<file path="config.mk">
export PLATFORM = sky130hd
export DESIGN_NAME = multi_clktick
export DESIGN_NICKNAME = d
export VERILOG_FILES = /design/src/rtl/multi_clktick.sv
export SDC_FILE = /design/constraint.sdc
export NUM_CORES = 1
export LEC_CHECK = 0
export ABC_AREA = 1
export ABC_CLOCK_PERIOD_IN_PS = 1400
export CORE_MARGIN = 8
export CORE_UTILIZATION = 40
export CTS_CLUSTER_DIAMETER = 120
export DETAILED_ROUTE_END_ITERATION = 10
export GPL_TIMING_DRIVEN = 0
export PLACE_DENSITY = 0.74
export SYNTH_ARGS = -nofsm -noshare
export SYNTH_HDL_FRONTEND = slang
export SYNTH_SLANG_ARGS = --single-unit
</file>
<file path="constraint.sdc">
create_clock -name clk -period 1.4 [get_ports clk]
set_input_delay 0.35 -clock clk [delete_from_list [all_inputs] [get_ports clk]]
set_output_delay 0.35 -clock clk [all_outputs]
set_load 0.005 [all_outputs]
</file>
<file path="src/rtl/multi_clktick.sv">
// Multi-channel programmable tick divider: each channel emits a one-cycle tick every
// N+1 enabled cycles (periodic) or once after N+1 cycles (one-shot), with pause and clear.
module multi_clktick #(
   parameter int CHANNELS = 4,
   parameter int WIDTH    = 8
) (
   input  logic                      clk,
   input  logic                      rst_n,
   input  logic [CHANNELS-1:0]       en,
   input  logic [CHANNELS-1:0]       mode,
   input  logic [CHANNELS-1:0]       clr,
   input  logic [CHANNELS*WIDTH-1:0] N,
   output logic [CHANNELS-1:0]       tick,
   output logic [CHANNELS-1:0]       busy
);

   typedef enum logic [1:0] {
      IDLE = 2'd0,
      RUN  = 2'd1,
      DONE = 2'd2
   } state_e;

   for (genvar i = 0; i < CHANNELS; i++) begin : g_ch
      state_e            state_q, state_d;
      logic [WIDTH-1:0]  count_q, count_d;
      logic              tick_q,  tick_d;
      logic [WIDTH-1:0]  n_ch;

      assign n_ch = N[i*WIDTH +: WIDTH];

      always_ff @(posedge clk or negedge rst_n) begin
         if (!rst_n) begin
            state_q <= IDLE;
            count_q <= '0;
            tick_q  <= 1'b0;
         end else begin
            state_q <= state_d;
            count_q <= count_d;
            tick_q  <= tick_d;
         end
      end

      // Clear overrides everything, including a tick/reload due in the same cycle.
      always_comb begin
         state_d = state_q;
         count_d = count_q;
         tick_d  = 1'b0;
         if (clr[i]) begin
            state_d = IDLE;
            count_d = '0;
         end else begin
            case (state_q)
               IDLE: begin
                  if (en[i]) begin
                     count_d = n_ch;
                     state_d = RUN;
                  end
               end
               RUN: begin
                  if (en[i]) begin
                     if (count_q == '0) begin
                        tick_d  = 1'b1;
                        count_d = n_ch;
                        if (mode[i]) state_d = DONE;
                     end else begin
                        count_d = count_q - WIDTH'(1);
                     end
                  end
               end
               DONE: begin
                  // en must fall before the one-shot can be retriggered
                  if (!en[i]) state_d = IDLE;
               end
               default: state_d = IDLE;
            endcase
         end
      end

      assign tick[i] = tick_q;
      assign busy[i] = (state_q == RUN);
   end

endmodule

</file>
==> results.sh <==
export IMPL_grt_overflow=0
export IMPL_tns_ps=0
export IMPL_critPathMaxStageDelay_ps=410
export IMPL_nNetsFinal=604
export IMPL_drt_iter0_drc=100
export IMPL_die_area_sq_um=10910
export IMPL_drive_above_1_share_pct=23.64
export IMPL_synth_avg_cell_area_sq_um=6.803
export IMPL_synth_cell_area_sq_um=3129
export IMPL_slew_viol_final=0
export IMPL_maxCapViolCount=0
export IMPL_crit_top_cell="nand2_1"
export IMPL_cts_tree="built"
export IMPL_synth_async_sr_flop_share_pct=100.0
export IMPL_cp_arrival_ps=1540
export IMPL_internal_power_uw=3076
export IMPL_holdBufCountCts=0
export IMPL_combPwrFrac_pct=43.9
export IMPL_fp_dieH_um=104.5
export IMPL_ys_flop_type="dfrtp_1"
export IMPL_io_pins=54
export IMPL_fmax_mhz=737.0
export IMPL_syn_nets=514
export IMPL_wl_mm=7.697
export IMPL_yosysTopAreaCellShare_pct=35.19
export IMPL_placeableCoreArea_sq_um=7647
export IMPL_htreeDepth=2
export IMPL_cts_buffer_depth=2
export IMPL_vias=3080
export IMPL_ys_seq_area_share_pct=35.19
export IMPL_critPathMaxFanout=4
export IMPL_worst_pin_slew_ps=567.9
export IMPL_grt_pass1_wl_mm=12.80
export IMPL_yosysMostFrequentCell="nand2_1"
export IMPL_postLayoutCoreUtil_pct=56.99
export IMPL_final_antenna_net_count=0
export IMPL_fin_crit_ps=1357
export IMPL_gr_usage_all_layers_pct=13.58
export IMPL_min_period_over_period_pct=96.92
export IMPL_p_clk_share_pct=23.2
export IMPL_synth_top_area_cell="dfrtp_1"
export IMPL_relSlewSlack_pct=62.14
export IMPL_ys_top_cells_by_area="dfrtp_1, nand2_1, nand3_1"
export IMPL_portBuffers=53
export IMPL_dr_pass1_iters=4
export IMPL_hold_class="in -> async"
export IMPL_root_buffer="clkbuf_8"
export IMPL_finalSetupViolCount=0
export IMPL_synthesis_instances=460
export IMPL_rsz0062_at_grt="yes"
export IMPL_seqPwrFrac_pct=32.9
export IMPL_cellLeakagePower_uw=0.002238
export IMPL_p_per_area_nw_per_um2=1138
export IMPL_grt_max_degree=24
export IMPL_critical_path_top_delay_family="flip-flops"
export IMPL_yosys_warnings=0
export IMPL_wl_per_cell_um=11.81
export IMPL_initial_core_util_pct=40.92
export IMPL_path_clk_slew_ps=90
export IMPL_cts_sinks=44
export IMPL_die_w_um=104.5
export IMPL_synth_edff_count=0
export IMPL_peakVddDrop_mv=0.5189
export IMPL_skew_ps=9.815
export IMPL_startpoint_type="flop"
export IMPL_rrSetupSlack_ps=40
export IMPL_areaGrowthSynthToFinish_pct=39.26
export IMPL_antenna_found_initial=0
export IMPL_yosys_cell_types_count=24
export IMPL_status="finished clean"
export IMPL_rows=32
export IMPL_swShare_pct=37.95
export IMPL_switching_power_uw=1882
export IMPL_vias_per_cell=4.724
export IMPL_final_hold_violation_count=0
export IMPL_antenna_cells=0
export IMPL_route_detailed_drc=0
export IMPL_numCtsBuffers=5
export IMPL_cp_required_ps=1580
export IMPL_netlist_top_cells_count="nand2_1, inv_1, nand3_1, dfrtp_1, nor2_1"
export IMPL_path_cells="inv_2 -> buf_4 -> ha_4 -> nand2_1 -> xor2_1 -> nand2_1 -> nand3_2 -> nand2_1"
export IMPL_critPathKind="reg -> reg"
export IMPL_endpoint_kind="flop"
export IMPL_grt_pass1_vias=2987
export IMPL_place_congestion=0.8220
export IMPL_cp_num_buf_inv=2
export IMPL_slowest_stage="dfrtp_1"
export IMPL_finish_instance_area_sq_um=4358
export IMPL_dp_hpwl_mm=5.505
export IMPL_ys_ff_latch=44
export IMPL_clock_latency_ps=290
export IMPL_dpl_instance_area_sq_um=3810
cells by family after synthesis:
group | Yosys count | share of synthesized area (%)
compound gates | 23 | 6.117
buf+inv | 76 | 9.596
flops | 44 | 35.19
fa+ha+maj | 8 | 3.199
simple gates | 296 | 42.26
xor+xnor | 13 | 3.639
path summary, 6_finish.rpt:
check / from / cells after the start / endpoint
worst min register to register: g_ch[1].count_q[7] / 2 / g_ch[1].count_q[7]
worst min-delay path: rst_n / 1 / g_ch[3].count_q[3]
min in group clk: g_ch[1].count_q[7] / 2 / g_ch[1].count_q[7]
max in group asynchronous: rst_n / 2 / g_ch[3].count_q[2]
worst max-delay path: g_ch[3].count_q[0] / 8 / g_ch[3].count_q[4]
worst max register to register: g_ch[3].count_q[0] / 8 / g_ch[3].count_q[4]
cell usage in the layout (no fill, tap or decap), drive strengths merged, types with 5 or more instances in the layout:
cell type and count:
nand2 183, inv 72, nor2 49, nand3 46, dfrtp 44, clkdlybuf4s50 43, buf 38, nand4 12
xor2 9, o21ai 9, a21oi 9, ha 8, clkbuf 6, nor3 5
flip-flops by register name (all words and copies together), names as in the netlist:
name	cells
g_ch.count_q	32
g_ch.state_q	8
g_ch.tick_q	4
power groups by stage:
stage          Sequential (uW)  Clock, uW  Combinational, uW
2_1_floorplan             1590          0               1300
3_3_place_gp              1630          0               1730
3_5_place_dp              1630          0               1780
4_1_cts                   1610       1190               1840
5_1_grt                   1650       1210               2440
6_report                  1630       1150               2170
layout make-up:
type | count | area, sq um
multi-input cells | 340 | 1943
well taps | 102 | 127.6
clock buffers | 5 | 68.82
flip-flops and latches | 44 | 1105
inverters | 72 | 270.3
plain buffers | 4 | 30.03
repair buffers | 83 | 753.2
fillers | 707 | 3289
clock inverters | 2 | 60.06
stage by stage:
stage / total power [uW] / instances / setup slack [ps] / hold WS [ps]
after floorplan: 2894 / 460 / 111.0 / 54.41
after global placement: 3357 / 615 / -1369 / 442.6
after detailed placement: 3410 / 616 / -298.6 / 381.1
after CTS: 4640 / 631 / -57.75 / 52.93
after global routing: 5302 / 652 / -56.08 / 77.07
final: 4958 / 652 / 43.17 / 36.39
layer usage:
layer / track usage (%) / vias to the layer above / wire, um
met3: 3.036 / 6 / 276
met4: 3.619 / 0 / 72
met2: 23.86 / 65 / 3940
met1: 16.16 / 1409 / 3408
li1: - / 1600 / -
met5: 0 / - / 0
what timing repair did:
item | CTS | global route
resized for setup | 30 | 55
endpoints found under the setup margin | 35 | 45
pin swaps | 6 | 44
setup buffers | 8 | 21
No activity file was read; power rests on OpenSTA's default activity.
